--- src/rtl/fifo_pkg.sv ---
// Shared helpers for the FIFO family: pointer sizing and parameter legality checks.
package fifo_pkg;

    function automatic int unsigned ptr_width(input int unsigned depth);
        return $clog2(depth);
    endfunction

    function automatic bit depth_legal(input int unsigned depth);
        return (depth >= 2) && ((depth & (depth - 1)) == 0);
    endfunction

    function automatic bit thresh_legal(input int unsigned depth,
                                        input int unsigned almost_full,
                                        input int unsigned almost_empty);
        return (almost_full >= 1) && (almost_full <= depth) && (almost_empty < depth);
    endfunction

endpackage

--- src/rtl/fifo_mem.sv ---
// Simple dual-port storage array: synchronous write, asynchronous read, no reset.
module fifo_mem
    import fifo_pkg::*;
#(
    parameter int unsigned MEM_LENGTH = 32,
    parameter int unsigned DATA_WIDTH = 16
) (
    input  logic                                clk_i,
    input  logic                                write_en_i,
    input  logic [ptr_width(MEM_LENGTH)-1:0]    write_addr_i,
    input  logic [DATA_WIDTH-1:0]               write_data_i,
    input  logic [ptr_width(MEM_LENGTH)-1:0]    read_addr_i,
    output logic [DATA_WIDTH-1:0]               read_data_o
);

    logic [DATA_WIDTH-1:0] mem_q [MEM_LENGTH];

    always_ff @(posedge clk_i) begin
        if (write_en_i) begin
            mem_q[write_addr_i] <= write_data_i;
        end
    end

    assign read_data_o = mem_q[read_addr_i];

endmodule

--- src/rtl/fifo_sync.sv ---
// Single-clock FIFO with occupancy count, almost-full/empty thresholds, sticky
// overflow/underflow flags, synchronous clear and selectable FWFT read mode.
module fifo_sync
    import fifo_pkg::*;
#(
    parameter int unsigned MEM_LENGTH          = 32,
    parameter int unsigned DATA_WIDTH          = 16,
    parameter bit          FWFT                = 1'b0,
    parameter int unsigned ALMOST_FULL_THRESH  = MEM_LENGTH - 4,
    parameter int unsigned ALMOST_EMPTY_THRESH = 4
) (
    input  logic                              clk_i,
    input  logic                              reset_ni,
    input  logic                              clear_i,
    input  logic                              write_en_i,
    input  logic                              read_en_i,
    input  logic [DATA_WIDTH-1:0]             data_i,
    output logic [DATA_WIDTH-1:0]             data_o,
    output logic                              full_o,
    output logic                              empty_o,
    output logic                              almost_full_o,
    output logic                              almost_empty_o,
    output logic [ptr_width(MEM_LENGTH):0]    count_o,
    output logic                              overflow_o,
    output logic                              underflow_o
);

    localparam int unsigned PtrW = ptr_width(MEM_LENGTH);
    localparam int unsigned CntW = PtrW + 1;

    localparam logic [CntW-1:0] FullCount   = CntW'(MEM_LENGTH);
    localparam logic [CntW-1:0] AfThresh    = CntW'(ALMOST_FULL_THRESH);
    localparam logic [CntW-1:0] AeThresh    = CntW'(ALMOST_EMPTY_THRESH);

    if (!depth_legal(MEM_LENGTH)) begin : g_bad_depth
        $error("fifo_sync: MEM_LENGTH must be a power of two >= 2");
    end
    if (!thresh_legal(MEM_LENGTH, ALMOST_FULL_THRESH, ALMOST_EMPTY_THRESH)) begin : g_bad_thresh
        $error("fifo_sync: almost-full/almost-empty threshold out of range");
    end

    logic [PtrW-1:0]       wr_ptr_q, rd_ptr_q;
    logic [CntW-1:0]       count_q, count_d;
    logic                  overflow_q, underflow_q;
    logic                  full, empty;
    logic                  wr_accept, rd_accept;
    logic [DATA_WIDTH-1:0] rd_data;

    assign full  = (count_q == FullCount);
    assign empty = (count_q == '0);

    // Clear wins over both requests; acceptance uses flags sampled at cycle start.
    assign wr_accept = write_en_i & ~full & ~clear_i;
    assign rd_accept = read_en_i & ~empty & ~clear_i;

    always_comb begin
        count_d = count_q;
        case ({wr_accept, rd_accept})
            2'b10:   count_d = count_q + CntW'(1);
            2'b01:   count_d = count_q - CntW'(1);
            default: count_d = count_q;
        endcase
    end

    always_ff @(posedge clk_i or negedge reset_ni) begin
        if (!reset_ni) begin
            wr_ptr_q    <= '0;
            rd_ptr_q    <= '0;
            count_q     <= '0;
            overflow_q  <= 1'b0;
            underflow_q <= 1'b0;
        end else if (clear_i) begin
            wr_ptr_q    <= '0;
            rd_ptr_q    <= '0;
            count_q     <= '0;
            overflow_q  <= 1'b0;
            underflow_q <= 1'b0;
        end else begin
            if (wr_accept) wr_ptr_q <= wr_ptr_q + PtrW'(1);
            if (rd_accept) rd_ptr_q <= rd_ptr_q + PtrW'(1);
            count_q <= count_d;
            if (write_en_i && full) overflow_q <= 1'b1;
            // A read colliding with a write into an empty FIFO is not an error.
            if (read_en_i && empty && !write_en_i) underflow_q <= 1'b1;
        end
    end

    fifo_mem #(
        .MEM_LENGTH (MEM_LENGTH),
        .DATA_WIDTH (DATA_WIDTH)
    ) u_mem (
        .clk_i        (clk_i),
        .write_en_i   (wr_accept),
        .write_addr_i (wr_ptr_q),
        .write_data_i (data_i),
        .read_addr_i  (rd_ptr_q),
        .read_data_o  (rd_data)
    );

    if (FWFT) begin : g_fwft
        assign data_o = rd_data;
    end else begin : g_reg_read
        logic [DATA_WIDTH-1:0] data_q;

        always_ff @(posedge clk_i or negedge reset_ni) begin
            if (!reset_ni) begin
                data_q <= '0;
            end else if (clear_i) begin
                data_q <= '0;
            end else if (rd_accept) begin
                data_q <= rd_data;
            end
        end

        assign data_o = data_q;
    end

    assign full_o         = full;
    assign empty_o        = empty;
    assign almost_full_o  = (count_q >= AfThresh);
    assign almost_empty_o = (count_q <= AeThresh);
    assign count_o        = count_q;
    assign overflow_o     = overflow_q;
    assign underflow_o    = underflow_q;

endmodule

--- config.mk ---
export PLATFORM = sky130hd
export DESIGN_NAME = fifo_sync
export DESIGN_NICKNAME = d
export VERILOG_FILES = /design/src/rtl/fifo_pkg.sv /design/src/rtl/fifo_mem.sv /design/src/rtl/fifo_sync.sv
export SDC_FILE = /design/constraint.sdc
export NUM_CORES = 1
export LEC_CHECK = 0
export CORE_MARGIN = 4
export CORE_UTILIZATION = 45
export DETAILED_ROUTE_END_ITERATION = 7
export GPL_ROUTABILITY_DRIVEN = 0
export PLACE_DENSITY_LB_ADDON = 0.15
export SLEW_MARGIN = 0
export SYNTH_ARGS = -nofsm -noshare
export SYNTH_HDL_FRONTEND = slang
export SYNTH_HIERARCHICAL = 1
export SYNTH_SLANG_ARGS = --single-unit
export TNS_END_PERCENT = 10
--- constraint.sdc ---
create_clock -name clk_i -period 6.9 [get_ports clk_i]
set_clock_uncertainty 0.1 [all_clocks]
set_input_delay 2.07 -clock clk_i [delete_from_list [all_inputs] [get_ports clk_i]]
set_output_delay 2.07 -clock clk_i [all_outputs]
set_load 0.05 [all_outputs]
### Word level (Yosys, flattened, before mapping)

Memories as Yosys holds them, arrays and structs flattened.
Cells that the tools add are included.

* flip-flop bits (word level): 34
* latch bits: 0
* memory bits (writable): 512
* bits in read-only memories: 0
* input bits: 21
* memories: 1

* add/sub/neg operators: 4
* $mul: 0
* div/mod/pow operators: 0
* magnitude comparators: 2
* eq/ne operators: 3
* shift operators: 0
* mux-type cells: 14
* bitwise gates (word level): 7
* reduce and logical (&&, ||, !) cells: 10

Memories
* u_mem.mem_q: words 32, bits a word 16, read ports 1, clocked after memory_dff 0, write ports 1, line fifo_mem.sv:16 `logic [DATA_WIDTH-1:0] mem_q [MEM_LENGTH];`

Operators with widths (count)
* $mux 16: 2
* $mux 5: 4
* $pmux 6 s2: 1
* $add 5x1->5 const B: 2
* $reduce_bool 2->1: 4
* $add 6x1->6 const B: 1
* $eq 6x6->1 const B: 1
* $ge 6x5->1 const B: 1
* $le 6x3->1 const B: 1
* $logic_not 6->1: 1
* $mux 1: 6
* $mux 6: 1
* $sub 6x1->6 const B: 1
* $and 1x1->1: 4
* $logic_and 1x1->1: 3
* $not 1->1: 3
* $reduce_bool 3->1: 1
* $eq 2x1->1 const B: 1
* $eq 2x2->1 const B: 1
* $logic_not 1->1: 1

### Longest topological paths before layout

* word-level depth: 7
* depth in mapped cells: 11

### Cells and area by module

The synthesis kept the hierarchy.

Modules (own cells, without submodules)
* fifo_mem: instances 1, cells an instance 1127, area each 20215.6 um^2, seq. area each 15374.7 um^2
* fifo_sync: instances 1, cells an instance 192, area each 1830.5 um^2, seq. area each 850.8 um^2

### Least setup slack after synthesis

OpenSTA, ideal clock, no wires.

* kind: register to output
* from: register count_q[0] (netlist: count_o[0])
* to: output empty_o
* arrival: 2458 ps
* data required time: 4730 ps
* path slack: 2272 ps
* cell stages (with the launch flop): 4
* cells stage by stage: dfrtp_1 -> or4_1 -> buf_2 -> nor3_1

* longest elaborated chain between the ends: 1

RTL lines
* from (decl): line fifo_sync.sv:43 `logic [CntW-1:0] count_q, count_d;`
* from (signal assigned): line fifo_sync.sv:81 `count_q <= count_d;`
* $logic_not 6->1: line fifo_sync.sv:50 `assign empty = (count_q == '0);`
* to (decl): line fifo_sync.sv:20 `output logic empty_o,`

Every way passes these cells.

### Worst setup path in the final report

Ends and elaborated chain as after synthesis.

==> results.yml <==
status:
  outcome: "complete, no violations"
cells_and_area:
  finalNetCount: 1424
  multi_input_area_sq_um: 5230
  seq_area_sq_um: 16200
  syn2layout_area_growth_pct: 12.9
  layout-drive-gt1-share_pct: 11.2
  finalNonFillerCells: 2058
  fillCellCount: 3946
hold_path:
  worstHoldPathType: "reg2reg"
  holdCritStartpoint: "overflow_o"
logic_synthesis:
  synth.distinct_cells: 56
  yosys_warnings: 6
  synth-edff-count: 512
  ys.flop_type: "edfxtp_1"
  synthTopCellsByArea: "edfxtp_1, mux2i_1, dfrtp_1"
  synth_top_area_cell: "edfxtp_1"
  synth_cells: 1319
  syn-cell-area_sq_um: 22000
  ys_ff_latch: 546
  synth_top_area_share_pct: 69.7
  ys_async_sr_fraction_pct: 6.23
  ys_seq_area_share_pct: 73.6
  postSynthNetCount: 1347
  avgSynthCellArea_sq_um: 16.7
route:
  drt-total-wl_um: 51700
  drtIter0Drc: 947
  wl_per_cell_um: 25.1
  drtPass1Iterations: 6
  routed_via_density: 5.73
  via_count: 11800
  ant_nets: 0
  drc: 0
clock_tree:
  clkTransAtPathRegs_ns: 0.06
  cts_root_buffer: "clkbuf_16"
  cts_hold_buf: 0
  cts_max_level: 2
  ctsResizeCount: 0
  cts_setup_buffers: 0
  cts_max_path_buffers: 3
  cts_tree: "done"
  cts_buffers: 56
  clk_latency_ns: 0.60
  cts_sinks: 546
timing:
  rsz0062_at_grt: "no"
  slew_headroom_pct: 39.3
  setup_viol: 0
  fmax_mhz: 196
  worstMarginPinSlew_ns: 0.908
  drv_slew: 0
  period_minus_slack_ns: 5.10
  fin_tns_setup_ns: 0
  finalCritPeriodShare_pct: 73.9
  hold_viol_final: 0
grt:
  grt_max_degree: 84
  grt_pass1_vias: 11600
  grt_use_total_pct: 19.5
  antenna_found_initial: 0
  grt_pass1_wl_um: 76500
  grt_overflow: 0
placed_design:
  dp.cells: 1953
  hpwl_um: 30800
  portBuffers: 48
power:
  power_density_nw_per_um2: 348
  p_int_uw: 6140
  switching_share_pct: 29.1
  power_frac_comb_pct: 21.8
  leakage_uw: 0.00813
  p_clk_share_pct: 34.2
  peakVddDrop_uv: 202
  p_sw_uw: 2520
  seqPwrFrac_pct: 44.0
die:
  core-area_sq_um: 48000
  die_h_um: 229
  die-area_sq_um: 52600
  io_pins: 49
  initial_core_util_pct: 45.9
  die_w_um: 229
  rows: 80
critical_path:
  crit_path_end_kind: "output port"
  r2r_start: "count_o[0]"
  critPathMaxFanout: 9
  critical_path.startpoint: "count_o[0]"
  startpoint_type: "flip-flop"
  crit_required_ns: 4.73
  critPathArrivalTime_ns: 2.93
  crit_type: "reg2out"
run:
  drv_cap: 0
-- synthesized netlist by cell type (all sizes together), types with 2 or more instances --
library cell,count
nand3b,5
or2,2
buf,59
inv,5
nor4,3
ha,6
nor2,47
nor3,21
mux2i,258
nor2b,9
nand3,35
a22o,32
mux2,6
a21o,3
o31ai,2
xor2,3
clkbuf,20
a21oi,53
or3,2
a2111oi,2
or3b,3
o21a,2
o21ai,3
dfrtp,34
edfxtp,512
nand4,20
nand2b,2
xnor2,2
a211oi,3
a22oi,64
nand2,70
a31oi,17
and2,3
-- power groups by stage --
stage	clock network, uW	logic [uW]	registers [uW]
2_1_floorplan	0	1330	3960
3_3_place_gp	0	1900	3870
3_5_place_dp	0	1900	3880
4_1_cts	3030	1910	3810
5_1_grt	3180	2010	3820
6_report	2960	1890	3810
-- critical path, stage by stage (launching register included) --
cell and delay [ns]:
dfrtp_1 0.48, or4_1 0.73, nor3_1 0.27, clkdlybuf4s50_1 0.86
-- per-layer routing --
| metal | wire length, um | vias up | GRT usage [%] |
|---|---|---|---|
| met4 | 1060 | 0 | 5.23 |
| li1 | - | 5356 | - |
| met3 | 2240 | 81 | 2.85 |
| met1 | 22700 | 6063 | 27.1 |
| met5 | 0 | - | 0 |
| met2 | 25700 | 291 | 32.4 |
-- final timing paths --
check | end | depth (start not counted) | slack, ns
worst min-delay path | overflow_o | 2 | 0.41
max in group asynchronous | rd_ptr_q[0] | 2 | 4.55
min in group asynchronous | count_o[5] | 2 | 1.80
worst max-delay path | empty_o | 3 | 1.80
worst min register to register | overflow_o | 2 | 0.41
worst max register to register | count_o[5] | 8 | 3.21
-- through the flow --
| step | setup slack [ns] | hold WS, ns | instance area (sq um) | total power (uW) | util [%] |
|---|---|---|---|---|---|
| 2_1_floorplan | 2.27 | 0.458 | 22000 | 5300 | - |
| 3_5_place_dp | 1.66 | 0.392 | 23100 | 5780 | 48.1 |
| 6_report | 1.80 | 0.408 | 24900 | 8660 | 51.8 |
| 3_3_place_gp | 1.74 | 0.390 | 23100 | 5770 | 48.1 |
| 4_1_cts | 1.76 | 0.408 | 24900 | 8740 | 51.8 |
| 5_1_grt | 1.67 | 0.455 | 24900 | 9000 | 51.8 |
-- logic make-up after synthesis --
group / after synthesis / synth area share [%]
muxes: 264 / 12.1
DFF: 546 / 73.6
and+or+nand+nor: 224 / 4.82
xor gates and xnor gates: 5 / 0.199
buffers and inverters: 84 / 2.80
adders and majority gates: 7 / 0.431
AOI/OAI and AO/OA: 189 / 6.10
-- placed cells by master, fill, tap and decap left out, types with 7 or more instances in the layout --
master	synthesis	final
edfxtp_1	512	512
mux2i_1	258	258
nand2_1	70	70
a22oi_1	64	64
clkbuf_16	0	57
a21oi_1	53	53
buf_4	19	48
nor2_1	46	44
clkdlybuf4s50_1	0	40
nand3_1	35	35
dfrtp_1	34	33
a22o_1	32	32
nor3_1	21	21
nand4_1	20	20
a31oi_1	17	16
clkinv_2	0	12
clkinv_1	0	11
clkbuf_1	19	10
nor2b_1	9	7
buf_2	22	7
-- cell type report --
class | count | area share (%)
sequential | 546 | 65.2
multi-input combinational | 689 | 21.0
clock buffer | 67 | 5.88
timing repair buffer | 98 | 3.38
tap | 615 | 3.09
clock inverter | 36 | 1.36
inverter | 5 | 0.0754
antenna | 2 | 0.0201
-- sequential cells by signal (all words and copies together) (netlist names) --
signal,count
wr_ptr_q,5
overflow_o,1
count_o,6
rd_ptr_q,5
u_mem/mem_q,512
data_o,16
underflow_o,1
(Power assumes the default switching activity.)
==> RTL change 1: new RTL, same flow settings <==
`DATA_WIDTH` is set to 16 in 2 places; all go to 14.
--- a/src/rtl/fifo_mem.sv
+++ b/src/rtl/fifo_mem.sv
@@ -5,3 +5,3 @@
     parameter int unsigned MEM_LENGTH = 32,
-    parameter int unsigned DATA_WIDTH = 16
+    parameter int unsigned DATA_WIDTH = 14
 ) (
--- a/src/rtl/fifo_sync.sv
+++ b/src/rtl/fifo_sync.sv
@@ -6,3 +6,3 @@
     parameter int unsigned MEM_LENGTH          = 32,
-    parameter int unsigned DATA_WIDTH          = 16,
+    parameter int unsigned DATA_WIDTH          = 14,
     parameter bit          FWFT                = 1'b0,
Interface: changed (resized data_i and data_o); port bits go from 49 to 45. No check against the original RTL was run, so the function may have changed too.
==> RTL change 1 against the original RTL <==
  * Final area down 12%
  * Sequential cell count down 66
  * Count of clock-buffer cells in the layout unchanged
  * Sequential share of layout area down 0.13 points
  * Final cell count down 12%
  * Power down 13%
  * Synthesized area down 12%
  * Routed wire length down 16%
  * Setup slack better by 0.12 ns
  * Critical endpoint is now full_o
==> RTL change 1: results (changes against the original RTL) <==
* Status: completed
* First-pass GRT wire length at 65300 um (-15%)
* Wire per inst at 24.0 um (-4.5%)
* Nets at 1266 (-11%)
* Async SR Flop Fraction at 6.67% (+0.44 points)
* Peak VDD IR at 0.202 mV (-0.34%)
* Top cells by count, synth: edfxtp_1, mux2i_1, nand2_1
* Max incr delay on CP at 0.88 ns (+0.02 ns)
* Arr. time, crit path at 2.82 ns (-0.11 ns)
* Antenna diodes at 0 (-2)
* Drt pass-1 iters at 5 (-1)
* Reg2Reg Depth at 9 (+1)
* Via-per-instance ratio at 5.60 (-2.2%)
* Syn avg cell area at 16.7 um^2 (about the same)
* Leakage power at 7.17 nW (-12%)
* GRT Total Usage at 18.6% (-0.86 points)
* Share of layout cells above drive strength 1 at 10.2% (-1.1 points)
* Crit Path Max Fanout at 8 (-1)
* Synth unique cells at 43 (-23%)
* Vias in the first global route at 9962 (-14%)
* Total CTS buffers at 50 (-11%)
* Placed Area at 20400 um^2 (-12%)
* Register area at 14300 um^2 (-12%)
* Port buffer count at 44 (-8.3%)
* Syn Nets at 1185 (-12%)
* Number of flops mapped to enable cells by yosys at 448 (-13%)
* Post-synthesis sequential area ratio at 73.6% (about the same)
* Worst-Skew Late Latency at 0.58 ns (-0.02 ns)
* Number of flip-flops in the largest register at 448 (-13%)
* Inst Count DP at 1727 (-12%)
* Total Wirelength at 43500 um (-16%)
-- RTL change 1: changes by cell type after synthesis, moves of 6 or more --
cell and change:
clkbuf_1 -6, nand2_1 -6, nor2_1 +8, buf_6 +8, edfxtp_1 -64, nor3_1 -6, nor2b_1 -7, a22oi_1 -8
buf_4 -17, mux2i_1 -30
-- RTL change 1: kinds of logic (layout without fill, tap and decap cells) --
logic type                 count (synthesis)  after routing  synth area share, %
DFF                                      480            480                 73.6
muxes                                    229            229                 11.8
and+or+nand+nor                          203            203                 4.84
AOI/OAI and AO/OA                        158            158                 5.86
buffers and inverters                     70            187                 2.80
xor gates and xnor gates                  12             12                0.581
adders and majority gates                  7              7                0.491
-- RTL change 1: tightest hold or removal path, stage by stage, from the launching register on --
cell and delay (ns):
dfrtp_1 0.34, a21oi_1 0.04, nor2_1 0.07
-- RTL change 1: routing by layer --
layer / wire [um] / track usage [%] / vias to the layer above
li1: - / - / 4695
met1: 20900 / 29.3 / 5140
met2: 19100 / 27.1 / 267
met3: 2560 / 2.64 / 63
met4: 924 / 5.18 / 0
met5: 0 / 0 / -
-- RTL change 1: area by class of cell --
| class | instances | area share (%) |
|---|---|---|
| clock buffers | 67 | 6.23 |
| clock inverters | 21 | 0.679 |
| inverters | 2 | 0.0343 |
| repair buffers | 97 | 3.94 |
| well taps | 539 | 3.08 |
| flip-flops and latches | 480 | 65.1 |
| multi-input cells | 609 | 21.0 |
-- RTL change 1: through the flow --
stage | power (mW) | hold WS, ns
after detailed placement | 5.08 | 0.392
after CTS | 7.59 | 0.405
after global placement | 5.07 | 0.393
after floorplan | 4.71 | 0.399
after global routing | 7.82 | 0.441
final | 7.52 | 0.400
-- RTL change 1: worst paths after layout --
check                      startpoint          end  slack (ns)
max reg2reg                count_o[0]   count_o[5]        3.06
min reg2reg                overflow_o   overflow_o        0.40
max                        count_o[0]       full_o        1.91
max in group asynchronous    reset_ni  rd_ptr_q[0]        4.55
min in group asynchronous    reset_ni   count_o[0]        1.79
min                        overflow_o   overflow_o        0.40
-- RTL change 1: power breakdown --
| group | total, mW | switching (mW) | leakage [nW] | internal, mW |
|---|---|---|---|---|
| clock network | 2.50 | 1.05 | 0.743 | 1.45 |
| registers | 3.37 | 0.122 | 4.46 | 3.25 |
| logic | 1.64 | 1.00 | 1.96 | 0.637 |
| total | 7.52 | 2.18 | 7.17 | 5.34 |
==> RTL change 2: new RTL, config.mk and constraints unchanged <==
Made on the original files. Reset style: synchronous (`reset_ni`), changed in 2 clocked blocks. Comments in the files are not updated.
--- a/src/rtl/fifo_sync.sv
+++ b/src/rtl/fifo_sync.sv
@@ -64,3 +64,3 @@
 
-    always_ff @(posedge clk_i or negedge reset_ni) begin
+    always_ff @(posedge clk_i) begin
         if (!reset_ni) begin
@@ -104,3 +104,3 @@
 
-        always_ff @(posedge clk_i or negedge reset_ni) begin
+        always_ff @(posedge clk_i) begin
             if (!reset_ni) begin
Behaviour: differs if reset_ni is asserted again (counterexample within 4 cycles, from zero or initial values and one cycle with reset_ni low); with reset_ni held inactive, the same outputs for 4 cycles.
==> RTL change 2 against the original RTL <==
  * First-iteration DRC count decreased by 1.7%
  * Synthesized area decreased by 0.93%
  * Setup slack improved by 0.40 ns
  * Register-to-register slack improved by 0.32 ns
  * Non-clock buffer count unchanged
  * Routed wire length decreased by 5.1%
  * Sequential share of layout area about the same
  * Sequential cell count unchanged
  * Final cell count decreased by 0.53%
  * Final area decreased by 1.0%
  * Global-route usage decreased by 0.98 points
  * Via count decreased by 3.4%
Power is not compared: it rests on default switching activity, and its combinational part moved more than twofold at a synthesized area within 25%.
==> RTL change 2: results (changes against the original RTL) <==
* Crit path capture: u_mem/mem_q[28][14]
* Antenna diodes at 1 (-1)
* Max incr delay on CP at 1.08 ns (+0.22 ns)
* Top cells by count, synth: edfxtp_1, mux2i_1, nor2_1
* Pre-CTS setup slack at 1.61 ns (-0.0504 ns)
* Multi-input gates at 673 (-2.3%)
* Syn Nets at 1329 (-1.3%)
* Post-synthesis xor/xnor area fraction at 0.241% (+0.042 points)
* Area share of fa/ha/maj cells after synthesis at 0.493% (+0.061 points)
* Worst setup path start: clear_i
* Layout clock buffer count at 84 (+25%)
* Area taken by multi-input logic gates at 5200 um^2 (-0.55%)
* Worst-margin pin slew at 1.36 ns (+0.450 ns)
* Share of layout cells above drive strength 1 at 10.5% (-0.76 points)
* Initial antenna violation count at 1 (+1)
* Arr. time, crit path at 4.80 ns (+1.87 ns)
* Min-Delay Path Class: flip-flop to flip-flop
* Reg2Reg Depth at 7 (-1)
* Vias in the first global route at 11500 (-1.2%)
* Status: completed
* Drt pass-1 iters at 5 (-1)
* Post-synthesis sequential area ratio at 73.5% (-0.092 points)
* Largest cells by area after synthesis: edfxtp_1, mux2i_1, dfxtp_1
* Synth unique cells at 49 (-13%)
* Highest Clock Rate at 213 MHz (+8.5%)
* H-tree depth at 2 (unchanged)
* Total Wirelength at 49000 um (-5.1%)
* Via-per-instance ratio at 5.56 (-2.9%)
* WL met2 at 25000 um (-2.9%)
* Metal3 WL at 2100 um (-6.2%)
* R2R Path End: data_o[9]
* Seq area share at 65.2% (about the same)
* GRT Total Usage at 18.5% (-0.98 points)
* First-pass GRT wire length at 72800 um (-4.8%)
* Initial DRC Count at 931 (-1.7%)
* Nets at 1412 (-0.84%)
* Signal buffers share of area at 3.45% (+0.076 points)
* Compound-gate portion of the synthesized area at 5.76% (-0.33 points)
* Largest net degree at the start of global routing at 116 (+38%)
* R2r setup slk at 3.53 ns (+0.32 ns)
* GR Util met3 at 2.54% (-0.30 points)
* Inverter count at 8 (+3)
* Placed wire-length estimate at 28300 um (-8.1%)
* M1 WL at 20700 um (-8.7%)
* Fillers at 3930 (-0.41%)
* Async SR Flop Fraction at 0% (-6.2 points)
* Setup TNS at 0 ns (unchanged)
* Grt met1 use at 24.4% (-2.7 points)
* Crit Path Max Fanout at 16 (+7)
* Mux cell area share after synthesis at 12.6% (+0.55 points)
* Placed Area at 22900 um^2 (-0.77%)
* Met2 global-route usage at 32.0% (-0.35 points)
* FF-to-FF Start: rd_ptr_q[1]
* Clock-cell share at 6.99% (-0.25 points)
* Slowest cell on crit path: nor2_1
* Peak VDD IR at 0.165 mV
* Number of flops mapped to enable cells by yosys at 512 (unchanged)
==> RTL change 2: cell count changes after synthesis, sizes merged, moves of 4 or more <==
cell    unedited run  this run
dfrtp             34         0
dfxtp              0        34
nand2             70        43
nor2              47        66
mux2i            258       275
a21oi             53        39
mux2               6         0
nor2b              9         4
a31o               0         4
clkbuf            20        16
nand2b             2         6
==> RTL change 2: metrics by stage <==
stage,util [%],cells
6_report,51.5,2047
5_1_grt,51.5,2046
4_1_cts,51.5,2046
3_5_place_dp,47.9,1940
3_3_place_gp,47.9,1940
2_1_floorplan,-,1300
==> RTL change 2: worst min path at each step <==
stage | startpoint | to | slack, ns | cells past startpoint
after floorplan | rd_ptr_q[4] | rd_ptr_q[4] | 0.39 | 2
after global placement | underflow_o | underflow_o | 0.36 | 2
after detailed placement | underflow_o | underflow_o | 0.37 | 2
after CTS | underflow_o | underflow_o | 0.38 | 2
after global routing | overflow_o | overflow_o | 0.41 | 2
final | overflow_o | overflow_o | 0.38 | 2
